**config.mk**
```make
export PLATFORM = sky130hd
export DESIGN_NAME = uart_tx_sched
export DESIGN_NICKNAME = d
export VERILOG_FILES = /design/src/rtl/uart_tx_sched.sv
export SDC_FILE = /design/constraint.sdc
export NUM_CORES = 1
export LEC_CHECK = 0
export BUFFER_PORTS_ARGS = -buffer_cell sky130_fd_sc_hd__buf_4
export CAP_MARGIN = 20
export CELL_PAD_IN_SITES_DETAIL_PLACEMENT = 0
export CELL_PAD_IN_SITES_GLOBAL_PLACEMENT = 2
export CORE_MARGIN = 4
export CORE_UTILIZATION = 34
export CTS_CLUSTER_SIZE = 25
export DETAILED_ROUTE_END_ITERATION = 10
export PLACE_DENSITY_LB_ADDON = 0.2
export SLEW_MARGIN = 5
export SYNTH_ARGS = -nofsm -noshare
export SYNTH_HDL_FRONTEND = slang
export SYNTH_SLANG_ARGS = --single-unit
```
**constraint.sdc**
```tcl
create_clock -name clk -period 2.9 [get_ports clk]
set_input_delay 0.435 -clock clk [delete_from_list [all_inputs] [get_ports clk]]
set_output_delay 0.435 -clock clk [all_outputs]
set_load 0.1 [all_outputs]
```
**src/rtl/uart_tx_sched.sv**
```systemverilog
// uart_tx_sched: arbitrates two byte sources onto a single uart_tx.
// Requester 0 sends single bytes, requester 1 sends indexed bursts. Each frame is
// started with a one-cycle tx_ctrl pulse, then followed into busy and back to idle.
// A fixed idle gap is inserted after every frame.
module uart_tx_sched #(
  parameter int GAP_CYCLES   = 2,
  parameter int BUSY_TIMEOUT = 4
) (
  input  logic       clk,
  input  logic       rst,
  input  logic       req0_valid,
  input  logic [7:0] req0_byte,
  output logic       req0_ack,
  input  logic       req1_valid,
  input  logic [3:0] req1_len,
  output logic [3:0] req1_idx,
  input  logic [7:0] req1_byte,
  output logic       req1_ack,
  output logic       req1_done,
  output logic       tx_ctrl,
  output logic [7:0] tx_byte,
  input  logic       tx_ready,
  output logic [1:0] grant,
  output logic       busy,
  output logic       err_timeout
);

  typedef enum logic [2:0] {
    S_IDLE,
    S_LOAD,
    S_WAIT_BUSY,
    S_WAIT_DONE,
    S_GAP
  } state_t;

  // Terminal counts. For GAP_CYCLES=0 the GAP state is never entered, so the
  // wrapped value of GAP_LAST is never compared.
  localparam logic [15:0] BUSY_LAST = 16'(BUSY_TIMEOUT - 1);
  localparam logic [15:0] GAP_LAST  = 16'(GAP_CYCLES - 1);

  state_t      r_state, w_state_next;
  logic [1:0]  r_grant, w_grant_next;
  logic        r_last_is_req1, w_last_next;
  logic [3:0]  r_len, w_len_next;
  logic [3:0]  r_idx, w_idx_next;
  logic [15:0] r_cnt, w_cnt_next;
  logic [7:0]  r_tx_byte, w_tx_byte_next;
  logic        r_tx_ctrl, w_tx_ctrl_next;
  logic        r_req0_ack, w_req0_ack_next;
  logic        r_req1_ack, w_req1_ack_next;
  logic        r_req1_done, w_req1_done_next;
  logic        r_err, w_err_next;
  logic        w_frame_end;
  logic        w_gap_exit;

  // Next-state and next-output logic. Pulses and tx_byte are registered, so a
  // LOAD decision becomes visible in the following cycle (request at N -> tx_ctrl at N+2).
  always_comb begin
    w_state_next     = r_state;
    w_grant_next     = r_grant;
    w_last_next      = r_last_is_req1;
    w_len_next       = r_len;
    w_idx_next       = r_idx;
    w_cnt_next       = r_cnt;
    w_tx_byte_next   = r_tx_byte;
    w_tx_ctrl_next   = 1'b0;
    w_req0_ack_next  = 1'b0;
    w_req1_ack_next  = 1'b0;
    w_req1_done_next = 1'b0;
    w_err_next       = r_err;
    w_frame_end      = 1'b0;
    w_gap_exit       = 1'b0;

    case (r_state)
      S_IDLE: begin
        if (tx_ready && (req0_valid || req1_valid)) begin
          w_state_next = S_LOAD;
          w_idx_next   = 4'd0;
          // Round robin: req1 wins only if alone or if req0 was granted last.
          if (req1_valid && (!req0_valid || !r_last_is_req1)) begin
            w_grant_next = 2'b10;
            w_last_next  = 1'b1;
            w_len_next   = req1_len;
          end else begin
            w_grant_next = 2'b01;
            w_last_next  = 1'b0;
          end
        end
      end
      S_LOAD: begin
        if (r_grant[1] && (r_len == 4'd0)) begin
          // Empty burst: nothing to send, just report completion.
          w_state_next     = S_IDLE;
          w_grant_next     = 2'b00;
          w_req1_done_next = 1'b1;
        end else begin
          w_tx_ctrl_next  = 1'b1;
          w_tx_byte_next  = r_grant[1] ? req1_byte : req0_byte;
          w_req0_ack_next = r_grant[0];
          w_req1_ack_next = r_grant[1];
          w_state_next    = S_WAIT_BUSY;
          w_cnt_next      = 16'd0;
        end
      end
      S_WAIT_BUSY: begin
        if (!tx_ready) begin
          w_state_next = S_WAIT_DONE;
        end else if (r_cnt == BUSY_LAST) begin
          // uart_tx never went busy: flag it and move on as if the frame was sent.
          w_err_next  = 1'b1;
          w_frame_end = 1'b1;
        end else begin
          w_cnt_next = r_cnt + 16'd1;
        end
      end
      S_WAIT_DONE: begin
        if (tx_ready) begin
          w_frame_end = 1'b1;
        end
      end
      S_GAP: begin
        if (r_cnt == GAP_LAST) begin
          w_gap_exit = 1'b1;
        end else begin
          w_cnt_next = r_cnt + 16'd1;
        end
      end
      default: begin
        w_state_next = S_IDLE;
      end
    endcase

    if (w_frame_end) begin
      if (GAP_CYCLES == 0) begin
        w_gap_exit = 1'b1;
      end else begin
        w_state_next = S_GAP;
        w_cnt_next   = 16'd0;
      end
    end

    // End of gap: continue the burst, or release the grant.
    if (w_gap_exit) begin
      if (r_grant[1] && (r_idx != (r_len - 4'd1))) begin
        w_state_next = S_LOAD;
        w_idx_next   = r_idx + 4'd1;
      end else begin
        w_state_next     = S_IDLE;
        w_grant_next     = 2'b00;
        w_idx_next       = 4'd0;
        w_req1_done_next = r_grant[1];
      end
    end
  end

  // State and output registers; reset aborts any transaction in flight.
  always_ff @(posedge clk) begin
    if (rst) begin
      r_state        <= S_IDLE;
      r_grant        <= 2'b00;
      r_last_is_req1 <= 1'b1;
      r_len          <= 4'd0;
      r_idx          <= 4'd0;
      r_cnt          <= 16'd0;
      r_tx_byte      <= 8'd0;
      r_tx_ctrl      <= 1'b0;
      r_req0_ack     <= 1'b0;
      r_req1_ack     <= 1'b0;
      r_req1_done    <= 1'b0;
      r_err          <= 1'b0;
    end else begin
      r_state        <= w_state_next;
      r_grant        <= w_grant_next;
      r_last_is_req1 <= w_last_next;
      r_len          <= w_len_next;
      r_idx          <= w_idx_next;
      r_cnt          <= w_cnt_next;
      r_tx_byte      <= w_tx_byte_next;
      r_tx_ctrl      <= w_tx_ctrl_next;
      r_req0_ack     <= w_req0_ack_next;
      r_req1_ack     <= w_req1_ack_next;
      r_req1_done    <= w_req1_done_next;
      r_err          <= w_err_next;
    end
  end

  assign req0_ack    = r_req0_ack;
  assign req1_ack    = r_req1_ack;
  assign req1_done   = r_req1_done;
  assign req1_idx    = r_idx;
  assign tx_ctrl     = r_tx_ctrl;
  assign tx_byte     = r_tx_byte;
  assign grant       = r_grant;
  assign busy        = (r_state != S_IDLE);
  assign err_timeout = r_err;

endmodule

```
== Word-level counts from Yosys, hierarchy flattened ==
Cells that the tools add are included.
Widths: inputs -> output; s select.
Storage, ports and cells
  word-level logic and storage cells: 91
  bits in writable memories: 0
  flip-flop bits (word level): 43
  input bits: 25
  bits in latches: 0
  memories: 0
  output and inout port bits: 20
  ROM bits: 0
Operators by class
  multiplexer cells: 35
  reductions and logical operators: 25
  multipliers: 0
  add/sub/neg operators: 3
  bitwise operators: 2
  equal/unequal tests: 14
  shifts and indexed selects: 0
  divide/modulo/power cells: 0
  order comparisons: 0
Operator list (number)
  $mux 16: 4
  $pmux 16 s3: 1
  $add 16x1->16 const B: 1
  $eq 16x1->1 const B: 1
  $eq 16x2->1 const B: 1
  $mux 4: 4
  $mux 1: 12
  $mux 2: 6
  $mux 3: 4
  $pmux 3 s4: 1
  $reduce_and 3->1: 3
  $mux 8: 1
  $ne 2x2->1 const B: 4
  $ne 4x4->1 const B: 2
  $eq 3x2->1 const B: 2
  $reduce_and 2->1: 3
  $reduce_bool 3->1: 2
  $reduce_or 2->1: 3
  $reduce_and 5->1: 1
  $add 4x1->4 const B: 1
  $logic_and 1x1->1: 4
  $logic_not 4->1: 1
  $ne 4x4->1: 1
  $pmux 2 s2: 1
  11 further kinds: 15

== Depth between registers and ports, before layout ==
  depth after elaboration: 8
  depth in mapped cells: 9

== Least setup slack after synthesis ==
OpenSTA, ideal clock, no wires.
  path kind: reg2reg
  from: register r_grant[1] (netlist: grant[1])
  to: register r_cnt[7]
  arrival: 2.194 ns
  setup slack: 0.589 ns
  data required time: 2.783 ns
  path buffers: 2
  stages on the path, launching flop included: 8
  setup time: 0.117 ns
  cells stage by stage: dfxtp_1 nand4bb_1 and3_1 buf_2 buf_2 o211ai_1 xor2_1 nor2_1
On the way
  longest elaborated chain between the ends: 3
Ends and longest elaborated chain
  from (decl): RTL line 42  | logic [1:0] r_grant, w_grant_next;
  from (signal assigned): RTL line 173  | r_grant <= w_grant_next;
  $logic_and 1x1->1: RTL line 91  | if (r_grant[1] && (r_len == 4'd0)) begin
  $ne 2x2->1 (no source line)
  $reduce_and 5->1 (no source line)
  to (signal assigned): RTL line 177  | r_cnt <= w_cnt_next;
  to (decl): RTL line 46  | logic [15:0] r_cnt, w_cnt_next;
Every way passes these cells.
A chain may end at the register's enable or synchronous reset.

== Worst setup path after layout ==
  from: register r_state[0]
  to: output busy
On the way
  longest elaborated chain between the ends: 1
Ends and longest elaborated chain
  from (decl): RTL line 41  | state_t r_state, w_state_next;
  from (signal assigned): RTL line 172  | r_state <= w_state_next;
  $reduce_bool 3->1: RTL line 194  | assign busy = (r_state != S_IDLE);
  to (decl): RTL line 24  | output logic busy,
Every way passes these cells.

==> results list <==
* WL per Instance: 14.4 µm
- Worst-case vdd ir drop: between 0.0002 and 0.0003 V
- The most used flip-flop cell after synthesis is sky130_fd_sc_hd__dfxtp_1.
- After clock tree synthesis, the flow added hold-fix buffers numbering 0.
- Overall global routing resource usage: 0.149
- Entering global routing, the biggest net connects 27 pins.
- Among the stages of the critical path, the cell type that occurs most often is sky130_fd_sc_hd__buf_4.
- Arrival time worst endpoint: 1820 ps
* Width of the die: slightly below 90 µm
- Max-cap violations: 0
- Wire length of the first global-routing pass: 9.20 mm
- Cell types occupying the most area after synthesis: sky130_fd_sc_hd__dfxtp_1, sky130_fd_sc_hd__nor2_1, sky130_fd_sc_hd__a21oi_1
* Element type at the critical path end: output port
- In the final layout, the multi-input gates occupy ~1300 µm².
- Routed vias: 1991
* Die Y: ~89 µm
* Combinational group share of total power: 0.327
- In the final design database the tool counted about 330 nets.
- Number of filler instances in the final layout: around 670
- Hold WS: just under 400 ps
- Headroom to the max-slew limit came out at 0.510.
- The initial utilization of the core area, before any placement, comes to 0.349.
* CP peak stage delay: between 700 and 800 ps
- Clock latency on the worst-skew pair, taken at its later pin, is about 300 ps.
- CTS placed an instance of sky130_fd_sc_hd__clkbuf_8 at the clock tree root.
- The first detailed-routing pass ran for 4 iterations.
* Post-synth EDFFs: 0
* Switching share of power: 0.401
* Synthesized instance count: ~260
- Reg2Reg Setup Slack: ~650 ps
- The most critical setup path has its endpoint at busy.
- Routability-driven placement finished with a final weighted congestion of 0.804.
* Slowest CP cell: sky130_fd_sc_hd__dfxtp_1
* Cell depth of the worst flop-to-flop path: 5
* Status: complete, no violations
- Crit path time final: approximately 2300 ps
- Of all cell types, the one taking the most synthesized area is sky130_fd_sc_hd__dfxtp_1.
* Clock buffers created by TritonCTS: 5
- Once detail routing completed, the nets flagged for antenna violations numbered 0.
* Total nets after synthesis: approximately 290
* Clock network fraction of total power: 0.245
- Cell internal power was estimated by the tool at between 0.0009 and 0.001 W.
- After clock tree synthesis, the clock-pin slew on the worst setup and hold paths is around 80 ps.
* Sum of negative setup slack: 0 ps
- The floorplan has 29 rows.
* Synth-to-Final Area Change: 20.9%
- In this run the worst path has a maximum fanout of 17.
* Vias in the first global route: 1899
- Number of different library cells in the post-synthesis netlist: 47
- FF-to-FF Start: r_cnt[2]$_SDFFE_PP0P_
* Final count of hold timing violations: 0
* Worst Path Required: 2470 ps
- Setup repair after global routing missed its margin: false
- H-tree depth reported by CTS: 2
- Synthesis inferred 43 register bits.
- Traced cell by cell, the critical path runs through nor3_1, buf_4, inv_1, buf_4.
- The share of the Yosys chip area taken by registers is 0.388.
* Floorplan Core Area: 6350 µm²
- Maximum clock insertion buffer count: 2
* Yosys synthesis warning count: 0
* Path category of the worst min-delay check: input pin to flop
* Clock sink count: 43
- IO Count: 45
* Worst path setup slack after routing: roughly 650 ps
* Most frequent cells after synthesis: sky130_fd_sc_hd__dfxtp_1, sky130_fd_sc_hd__nor2_1, sky130_fd_sc_hd__a21oi_1
- The cell area that synthesis handed to floorplanning was between 2000 and 2500 µm².
* Setup-violating endpoint count in the final report: 0
- TritonCTS built the clock tree.
- The floorplan step defined a die boundary enclosing about 7900 µm².
- In the finished design, the share of the clock period the worst path needs comes to 0.777.
- Registers take roughly 860 µm².
* Final setup skew: between 10 and 15 ps
- Leakage power total: between 0.9 and 1 nW
* Sequential share of power: 0.428
- Critical Setup Path Class: flop to output port
* Pwr dens: 584 nW/µm²
- In this run the tool buffered the top-level ports with between 40 and 50 buffer cells.
- In the routed design, unresolved DRC markers number 0.
* Average instance area after synthesis: 8.56 µm²
- In this run the post-CTS setup repair buffer count came out at 0.
- Before CTS, the worst setup slack after placement is roughly 630 ps.
- Derived from the worst setup path, the maximum achievable clock frequency is 444 MHz.
- The share of synthesized area in the top cell type comes to 0.388.
* Critical Path Source: r_state[0]$_SDFFE_PP0P_
- The final max-slew violation count came to 0.
- Summed over all layers, the routed wires come to 5.45 mm.
* Violation count after the first detailed-routing iteration: between 60 and 70
- Reg-to-reg endpoint: r_cnt[6]$_SDFFE_PP0P_
- Worst-margin pin slew: 735 ps
- sky130_fd_sc_hd__dfxtp_1 is the most common cell in the netlist.
* Number of antenna violations at the first check in global routing: 0
* Diode count: 0
* Crit path launch type: flop
* Share of synthesized registers carrying an async set or reset: 0
- Global route total overflow: 0
- Proportion of layout cells with a drive suffix above 1: 0.196
* Post-detail-place hpwl: a little under 4 mm
* Vias per cell: about 5.3
- Psw: 0.000628 W
- After clock tree synthesis, the repair step resized 0 gates.
- Post-layout utilization of the core: 0.422
==> layout make-up <==
class                      count  share of cell area
sequential                    43               0.321
clock buffer                   6              0.0271
multi-input combinational    194               0.467
timing repair buffer          47               0.132
clock inverter                 2             0.00467
inverter                       9              0.0126
tap                           77              0.0359
==> logic make-up after synthesis <==
group / synth area share
flip-flops: 0.388
adder cells (fa/ha/maj): 0.0226
buffers and inverters: 0.0469
multiplexers: 0.0407
AND/OR/NAND/NOR: 0.235
XOR/XNOR: 0.0655
AO/OA/AOI/OAI: 0.200
==> worst max-delay path, delay by kind of cell, from the launching register on <==
kind / cells / cell delay (ps)
and+or+nand+nor: 1 / 130
buffers and inverters: 3 / 680
DFF: 1 / 720
==> power groups by stage <==
stage	clock (W)	combinational (W)	sequential, W
2_1_floorplan	0	0.000243	0.000838
3_3_place_gp	0	0.000516	0.000683
3_5_place_dp	0	0.000514	0.000684
4_1_cts	0.000399	0.000516	0.000670
5_1_grt	0.000424	0.000549	0.000678
6_report	0.000383	0.000511	0.000670
==> sequential cells by signal, summed over array words and instances, names as in the netlist, 2 cells and up <==
register,flops
r_cnt,16
r_len,4
r_state,3
grant,2
req1_idx,4
tx_byte,8
==> metrics by stage <==
step	total power, W	instances	area (µm²)
2_1_floorplan	0.00108	259	2220
3_5_place_dp	0.00120	370	2590
6_report	0.00156	378	2680
3_3_place_gp	0.00120	370	2590
4_1_cts	0.00158	378	2680
5_1_grt	0.00165	378	2680
==> routing by layer <==
metal,GRT usage,part of all wire,wire (µm),up-vias
li1,-,-,-,1027
met1,0.193,0.48,2620,927
met2,0.245,0.48,2590,30
met3,0.0345,0.029,157,7
met4,0.0453,0.014,75,0
met5,0,0,0,-
==> cell usage in the layout, fill, tap and decap left out, types with 3 or more instances in the layout <==
cell type,synthesis,final
sky130_fd_sc_hd__clkbuf_8,0,5
sky130_fd_sc_hd__nor3_1,10,10
sky130_fd_sc_hd__or3_1,4,4
sky130_fd_sc_hd__nand3_1,13,13
sky130_fd_sc_hd__and3_1,3,3
sky130_fd_sc_hd__a211oi_1,8,8
sky130_fd_sc_hd__nor2_1,29,29
sky130_fd_sc_hd__buf_4,0,47
sky130_fd_sc_hd__nor4_1,5,5
sky130_fd_sc_hd__ha_1,4,4
sky130_fd_sc_hd__nand2_1,18,18
sky130_fd_sc_hd__dfxtp_1,43,43
sky130_fd_sc_hd__o2111ai_1,6,6
sky130_fd_sc_hd__a21oi_1,19,19
sky130_fd_sc_hd__nor2b_1,3,3
sky130_fd_sc_hd__or4_1,3,3
sky130_fd_sc_hd__xnor2_1,4,4
sky130_fd_sc_hd__o21ai_0,11,11
sky130_fd_sc_hd__mux2i_1,9,9
sky130_fd_sc_hd__inv_1,9,9
sky130_fd_sc_hd__xor2_1,10,10
==> how the worst min path moves through the flow <==
stage	start	endpoint	slack, ps	depth (start not counted)
detailed placement	r_len[1]$_SDFFE_PP0P_	r_len[1]$_SDFFE_PP0P_	480	2
global route	req1_len[3]	r_len[3]$_SDFFE_PP0P_	400	3
CTS	req1_len[3]	r_len[3]$_SDFFE_PP0P_	390	3
global placement	r_len[1]$_SDFFE_PP0P_	r_len[1]$_SDFFE_PP0P_	480	2
finish	req1_len[3]	r_len[3]$_SDFFE_PP0P_	390	3
floorplan	r_len[1]$_SDFFE_PP0P_	r_len[1]$_SDFFE_PP0P_	450	2
Power figures use the tool's default switching activity.
